<file path="src/rtl/lockin_cfg_pkg.sv">
// lockin_cfg_pkg
// Shared constants and types for the lock-in GPIO configuration hub:
// register index map, readback select bases, CTRL field offsets and the
// per-channel register record with its word-select helper.
// Optional feature macro used by consumers: CFG_READBACK_EN (shadow readback).
package lockin_cfg_pkg;

  // Register indices (reg = addr[15:2])
  localparam int REG_LED    = 0;
  localparam int REG_COMMIT = 1;
  localparam int REG_RDSEL  = 2;
  localparam int REG_ID     = 3;
  localparam int CH_BASE    = 4;
  localparam int CH_STRIDE  = 4;

  // Offsets inside one channel's register group
  localparam int CH_INC   = 0;
  localparam int CH_SCALE = 1;
  localparam int CH_CTRL  = 2;

  // Readback select values / bases
  localparam logic [7:0] SEL_ID  = 8'h00;
  localparam logic [7:0] SEL_CNT = 8'h01;
  localparam logic [7:0] SEL_RES = 8'h10;
  localparam logic [7:0] SEL_ACT = 8'h40;
  localparam logic [7:0] SEL_SHD = 8'h80;

  // CTRL register bit positions
  localparam int CTRL_SINC_BIT  = 0;
  localparam int CTRL_UCNTR_BIT = 1;

  typedef struct packed {
    logic [31:0] inc;
    logic [3:0]  scale;
    logic [1:0]  ctrl;
  } ch_regs_t;

  // Register k of a channel as a 32-bit readback word (k = 3 is reserved).
  function automatic logic [31:0] ch_word(input ch_regs_t r, input logic [1:0] k);
    case (k)
      2'd0:    return r.inc;
      2'd1:    return {28'h0, r.scale};
      2'd2:    return {30'h0, r.ctrl};
      default: return 32'h0;
    endcase
  endfunction

endpackage

</file>
<file path="src/rtl/gpio_strobe_sync.sv">
// gpio_strobe_sync
// Brings the asynchronous GPIO write strobe into the clk domain (2-FF
// synchroniser), detects its rising edge and captures address/data on the
// edge-detect cycle. Produces a one-cycle write request.
// Ports:
//   clk, rst_n     clock, asynchronous active-low reset
//   gpio_i [31:0]  raw GPIO bus: [ADDR_W-1:0] addr, [23:16] data, [W_CLK_BIT] strobe
//   wr_o           one-cycle write request
//   addr_o, data_o captured address / data byte, valid while wr_o is high
module gpio_strobe_sync #(
  parameter int ADDR_W    = 16,
  parameter int W_CLK_BIT = 24
) (
  input  logic              clk,
  input  logic              rst_n,
  input  logic [31:0]       gpio_i,
  output logic              wr_o,
  output logic [ADDR_W-1:0] addr_o,
  output logic [7:0]        data_o
);

  logic              sync1_q, sync2_q, prev_q;
  logic [1:0]        warm_q;
  logic              wr_q;
  logic [ADDR_W-1:0] addr_q;
  logic [7:0]        data_q;
  logic              edge_d;
  logic              unused_gpio;

  assign unused_gpio = ^gpio_i;

  // warm_q counts clocks since reset release; prev_q only holds a genuine
  // sample once it reaches 3, so a strobe already high at release is not
  // mistaken for a rising edge.
  assign edge_d = sync2_q & ~prev_q & (warm_q == 2'd3);

  always_ff @(posedge clk or negedge rst_n) begin
    if (!rst_n) begin
      sync1_q <= 1'b0;
      sync2_q <= 1'b0;
      prev_q  <= 1'b0;
      warm_q  <= 2'd0;
      wr_q    <= 1'b0;
      addr_q  <= '0;
      data_q  <= '0;
    end else begin
      sync1_q <= gpio_i[W_CLK_BIT];
      sync2_q <= sync1_q;
      prev_q  <= sync2_q;
      if (warm_q != 2'd3) warm_q <= warm_q + 2'd1;
      wr_q <= edge_d;
      if (edge_d) begin
        addr_q <= gpio_i[ADDR_W-1:0];
        data_q <= gpio_i[23:16];
      end
    end
  end

  assign wr_o   = wr_q;
  assign addr_o = addr_q;
  assign data_o = data_q;

endmodule

</file>
<file path="src/rtl/lockin_cfg_hub.sv">
// lockin_cfg_hub
// GPIO-bus register file for N_CH lock-in channels: byte-lane writes into a
// shadow copy, atomic shadow->active commit, direct LED register and a
// registered readback mux (ID, write counter, channel results, active regs).
// Ports:
//   clk, rst                   clock, asynchronous active-low reset
//   gpio_in [31:0]             PS GPIO write bus (addr, data byte, w_clk strobe)
//   res_x/res_y/res_sin/res_cos per-channel DW-bit results, channel c at [c*DW +: DW]
//   inc_out, scale_out, sinc_out, ucntr_out  active per-channel configuration
//   led_out                    LED register
//   commit_pulse               high during the cycle shadow is copied to active
//   gpio_out                   registered readback word
// Optional: define CFG_READBACK_EN to expose shadow regs at RDSEL 0x80+4c+k.
module lockin_cfg_hub
  import lockin_cfg_pkg::*;
#(
  parameter int          N_CH      = 2,
  parameter int          DW        = 16,
  parameter int          ADDR_W    = 16,
  parameter int          W_CLK_BIT = 24,
  parameter logic [31:0] ID_VALUE  = 32'h4C4B0002
) (
  input  logic                 clk,
  input  logic                 rst,
  input  logic [31:0]          gpio_in,
  input  logic [N_CH*DW-1:0]   res_x,
  input  logic [N_CH*DW-1:0]   res_y,
  input  logic [N_CH*DW-1:0]   res_sin,
  input  logic [N_CH*DW-1:0]   res_cos,
  output logic [N_CH*32-1:0]   inc_out,
  output logic [N_CH*4-1:0]    scale_out,
  output logic [N_CH-1:0]      sinc_out,
  output logic [N_CH-1:0]      ucntr_out,
  output logic [7:0]           led_out,
  output logic                 commit_pulse,
  output logic [31:0]          gpio_out
);

  localparam int RW = ADDR_W - 2;

  logic              wr;
  logic [ADDR_W-1:0] addr;
  logic [7:0]        data;
  logic [RW-1:0]     reg_idx;
  logic [1:0]        lane;

  logic [7:0]  led_q, sel_q;
  logic [15:0] cnt_q;
  logic        commit_q;
  logic [31:0] gpio_out_q, rd_d;

  ch_regs_t act_a [N_CH];
`ifdef CFG_READBACK_EN
  ch_regs_t shd_a [N_CH];
`endif

  gpio_strobe_sync #(.ADDR_W(ADDR_W), .W_CLK_BIT(W_CLK_BIT)) u_strobe (
    .clk    (clk),
    .rst_n  (rst),
    .gpio_i (gpio_in),
    .wr_o   (wr),
    .addr_o (addr),
    .data_o (data)
  );

  assign reg_idx = addr[ADDR_W-1:2];
  assign lane    = addr[1:0];

  // Global registers; every strobe edge counts as an accepted write,
  // including those that land on ignored addresses.
  always_ff @(posedge clk or negedge rst) begin
    if (!rst) begin
      led_q      <= '0;
      sel_q      <= '0;
      cnt_q      <= '0;
      commit_q   <= 1'b0;
      gpio_out_q <= '0;
    end else begin
      commit_q   <= 1'b0;
      gpio_out_q <= rd_d;
      if (wr) begin
        cnt_q <= cnt_q + 16'd1;
        if (reg_idx == RW'(REG_LED) && lane == 2'd0)   led_q <= data;
        if (reg_idx == RW'(REG_RDSEL) && lane == 2'd0) sel_q <= data;
        if (reg_idx == RW'(REG_COMMIT))                commit_q <= 1'b1;
      end
    end
  end

  genvar gi;
  generate
    for (gi = 0; gi < N_CH; gi++) begin : g_ch
      localparam int BASE = CH_BASE + CH_STRIDE * gi;
      ch_regs_t shd_q, act_q;

      always_ff @(posedge clk or negedge rst) begin
        if (!rst) begin
          shd_q <= '0;
          act_q <= '0;
        end else begin
          if (wr && reg_idx == RW'(BASE + CH_INC))
            shd_q.inc[{lane, 3'b000} +: 8] <= data;
          if (wr && reg_idx == RW'(BASE + CH_SCALE) && lane == 2'd0)
            shd_q.scale <= data[3:0];
          if (wr && reg_idx == RW'(BASE + CH_CTRL) && lane == 2'd0)
            shd_q.ctrl <= data[1:0];
          if (commit_q)
            act_q <= shd_q;
        end
      end

      assign act_a[gi] = act_q;
`ifdef CFG_READBACK_EN
      assign shd_a[gi] = shd_q;
`endif
      assign inc_out[gi*32 +: 32] = act_q.inc;
      assign scale_out[gi*4 +: 4] = act_q.scale;
      assign sinc_out[gi]         = act_q.ctrl[CTRL_SINC_BIT];
      assign ucntr_out[gi]        = act_q.ctrl[CTRL_UCNTR_BIT];
    end
  endgenerate

  // Readback source select; unmatched selects read as 0.
  always_comb begin
    logic [DW-1:0] rw;
    rw   = '0;
    rd_d = '0;
    if (sel_q == SEL_ID)  rd_d = ID_VALUE;
    if (sel_q == SEL_CNT) rd_d = {16'h0, cnt_q};
    for (int c = 0; c < N_CH; c++) begin
      for (int k = 0; k < 4; k++) begin
        if (sel_q == 8'(int'(SEL_RES) + 4 * c + k)) begin
          case (k)
            0:       rw = res_x[c*DW +: DW];
            1:       rw = res_y[c*DW +: DW];
            2:       rw = res_sin[c*DW +: DW];
            default: rw = res_cos[c*DW +: DW];
          endcase
          rd_d = 32'($signed(rw));
        end
        if (sel_q == 8'(int'(SEL_ACT) + 4 * c + k))
          rd_d = ch_word(act_a[c], 2'(k));
`ifdef CFG_READBACK_EN
        if (sel_q == 8'(int'(SEL_SHD) + 4 * c + k))
          rd_d = ch_word(shd_a[c], 2'(k));
`endif
      end
    end
  end

  assign led_out      = led_q;
  assign commit_pulse = commit_q;
  assign gpio_out     = gpio_out_q;

endmodule

</file>
<file path="config.mk">
export PLATFORM = sky130hd
export DESIGN_NAME = lockin_cfg_hub
export DESIGN_NICKNAME = d
export VERILOG_FILES = /design/src/rtl/lockin_cfg_pkg.sv /design/src/rtl/gpio_strobe_sync.sv /design/src/rtl/lockin_cfg_hub.sv
export SDC_FILE = /design/constraint.sdc
export NUM_CORES = 1
export LEC_CHECK = 0
export ABC_AREA = 1
export CORE_ASPECT_RATIO = 0.5
export CORE_UTILIZATION = 46
export DETAILED_ROUTE_END_ITERATION = 7
export PLACE_DENSITY_LB_ADDON = 0.3
export SKIP_LAST_GASP = 1
export SYNTH_ARGS = -nofsm -noshare
export SYNTH_HDL_FRONTEND = slang
export SYNTH_HIERARCHICAL = 1
export SYNTH_SLANG_ARGS = --single-unit
</file>
<file path="constraint.sdc">
create_clock -name clk -period 2.1 [get_ports clk]
set_input_delay 0.21 -clock clk [delete_from_list [all_inputs] [get_ports clk]]
set_output_delay 0.21 -clock clk [all_outputs]
set_load 0.01 [all_outputs]
</file>
==> reports/metrics.csv <==
metric;value;unit
status;finished with violations;
violations;negative setup slack;
hold_violations;0;
ant_nets;0;
fin_crit;2.28;ns
seqPwrFrac;47.9;%
worstSetupEndpointType;register;
firstDrtPassIters;6;
drt_iter0_drc;1158;
ctsHtreeMaxLevel;1;
synth_cell_types;42;
peakVddDrop;0.518;mV
p_int;7.90;mW
r2r_cells;11;
overflow;0;
cts.sinks;247;
p_leak;8.02;nW
fin_ws;-0.180;ns
critPathKind;reg2reg;
routabilityCongestion;1.02;
place_ws;-0.125;ns
area_growth;40.6;%
comb_power_share;9.2;%
ys_top_cells_by_area;dfrtp_1, nand2_1, o21ai_0;
die_h;117;um
p_sw;2.56;mW
crit_arrival;2.70;ns
maxSlewViolCount;0;
finalCritPeriodShare;109;%
synth_top_area_share;50.7;%
grt_use_total;30.8;%
viasPerCell;5.28;
multi_input_area;5380;um^2
fill_cells;2096;
drt-wirelength-per-cell;18.9;um
clock_tree.root_cell;clkbuf_16;
clock_skew;0.0113;ns
grt_pass1_vias;10700;
start_kind;register;
power.share.clock;42.9;%
syn_nets;1698;
netlist_area;12200;um^2
grt_pass1_wl;62800;um
ys_seq_elements;247;
fin_hold_ws;0.110;ns
max-cap-violations;0;
antenna_found_initial;1;
io_pins;279;
drive_gt1_share;15.1;%
p_per_area;610;nW/um^2
cts_buffers;23;
drt-total-wl;42000;um
die_w;232;um
rows;41;
drcViolationCount;0;
core;25600;um^2
ys_warn_count;6;
grt_setup_unrepaired;yes;
p_total;10.5;mW
max-slew-margin-rel;65.0;%
required;2.52;ns
holdPathStages;1;
switching_share;24.5;%
port-buffer-count;271;
worstPathMaxFanout;7;
clock_latency;0.54;ns
stdcell_area;17100;um^2
ys_seq_area_share;50.7;%
fmax;439;MHz
hold_path_class;in2reg;
place_area;15800;um^2
ff_latch_area;6190;um^2
die-area;27200;um^2
worst_pin_slew;0.525;ns
clk_path_buf_depth;3;
postSynthAreaPerCell;7.97;um^2
tritoncts;done;
postSynthCellCount;1530;
dpl.hpwl;31300;um
vias;11700;
nNetsFinal;2031;
clk_pin_slew;0.07;ns
initial_core_util;47.7;%
utilization;67.0;%
synth_top_cell_by_area;dfrtp_1;
grt_max_degree;118;
setup_viol;27;
sequential cells by signal, indices dropped and copies added, names as in the netlist:
signal            flops
cnt_q                16
commit_pulse          1
g_ch.shd_q           76
gpio_out             32
inc_out              64
led_out               8
scale_out             8
sel_q                 8
sinc_out              2
u_strobe/addr_o      16
u_strobe/data_o       8
u_strobe/prev_q       1
u_strobe/sync1_q      1
u_strobe/sync2_q      1
u_strobe/warm_q       2
u_strobe/wr_o         1
ucntr_out             2
synth_stat cells (all sizes together):
cell type / number
nand2: 566
dfrtp: 247
o21ai: 228
inv: 157
nor2: 53
nand3: 41
clkbuf: 38
buf: 35
nand4: 35
a21oi: 33
mux2: 18
nor3: 14
xor2: 13
o2111ai: 9
a211oi: 8
or2: 7
ha: 6
nand3b: 5
o22ai: 5
o211ai: 3
nor4: 2
o221ai: 2
a21boi: 1
a221oi: 1
a22o: 1
and3: 1
xnor2: 1
power by group through the flow:
stage	sequential [mW]	combinational [mW]	clock, mW
6_report	5.01	0.961	4.49
5_1_grt	5.02	1.07	4.75
4_1_cts	5.00	0.944	4.54
3_5_place_dp	5.09	0.923	0
3_3_place_gp	5.08	0.912	0
2_1_floorplan	5.05	0.342	0
area by class of cell:
| type | count | share of cell area [%] |
|---|---|---|
| sequential | 247 | 36.1 |
| inverter | 157 | 3.48 |
| clock buffer | 31 | 3.82 |
| timing repair buffer | 378 | 21.8 |
| multi-input combinational | 1054 | 31.3 |
| antenna | 1 | 0.0146 |
| tap | 344 | 2.51 |
| clock inverter | 9 | 0.824 |
| timing repair inverter | 2 | 0.0730 |
per-stage QoR:
stage                     std cells  setup TNS, ns
after floorplan                1530              0
after global placement         2155         -0.520
after detailed placement       2155          -1.33
after CTS                      2205         -0.567
after global routing           2222          -7.12
final                          2223          -2.58
layout by cell type, fill, tap and decap left out, types with 17 or more instances in the layout:
cell type        instances
nor2_1                  38
o21ai_0                175
clkdlybuf4s50_1        270
clkbuf_16               24
a21oi_1                 22
nand2_1                545
dfrtp_1                243
nand4_1                 35
inv_1                  137
mux2_2                  18
nand3_1                 35
inv_2                   17
buf_4                   84
o21ai_1                 39
metal layers:
layer	GRT usage, %	wire, um	share of wire, %	vias to the layer above
li1	-	-	-	5591
met1	46.4	19200	46	5493
met2	43.9	17300	41	569
met3	7.82	4480	11	74
met4	7.63	981	2.3	0
met5	0	0	0	-
worst max-delay path, cell delays in order, from the launching register on:
cell	delay, ns
dfrtp_1	0.40
inv_2	0.08
buf_4	0.11
nand3_2	0.15
buf_12	0.18
nor2_2	0.21
clkinvlp_2	0.35
or2_2	0.37
nand2_1	0.07
nand3_1	0.07
nand2_2	0.10
a21oi_1	0.07
path summary, 6_finish.rpt:
kind	from	endpoint	slack, ns
worst min-delay path	gpio_in[24]	u_strobe/sync1_q	0.11
worst max-delay path	sel_q[5]	gpio_out[1]	-0.18
max in group asynchronous	rst	inc_out[57]	1.21
worst max register to register	sel_q[5]	gpio_out[1]	-0.18
min in group asynchronous	rst	led_out[2]	0.17
worst min register to register	u_strobe/sync1_q	u_strobe/sync2_q	0.35
timing repair:
item,in CTS,in global routing
buffers inserted,7,16
hold buffers,1,0
endpoints found under the hold margin,66,0
pin swaps,10,30
endpoints found under the setup margin,27,36
gates cloned,2,2
resized for setup,39,61
cell families after synthesis:
logic type,synth area share (%)
and+or+nand+nor,25.2
adders and majority gates,0.615
xor gates and xnor gates,1.01
AOI/OAI and AO/OA,13.0
buffers and inverters,7.87
muxes,1.66
DFF,50.7
No activity file was read; power rests on OpenSTA's default activity.
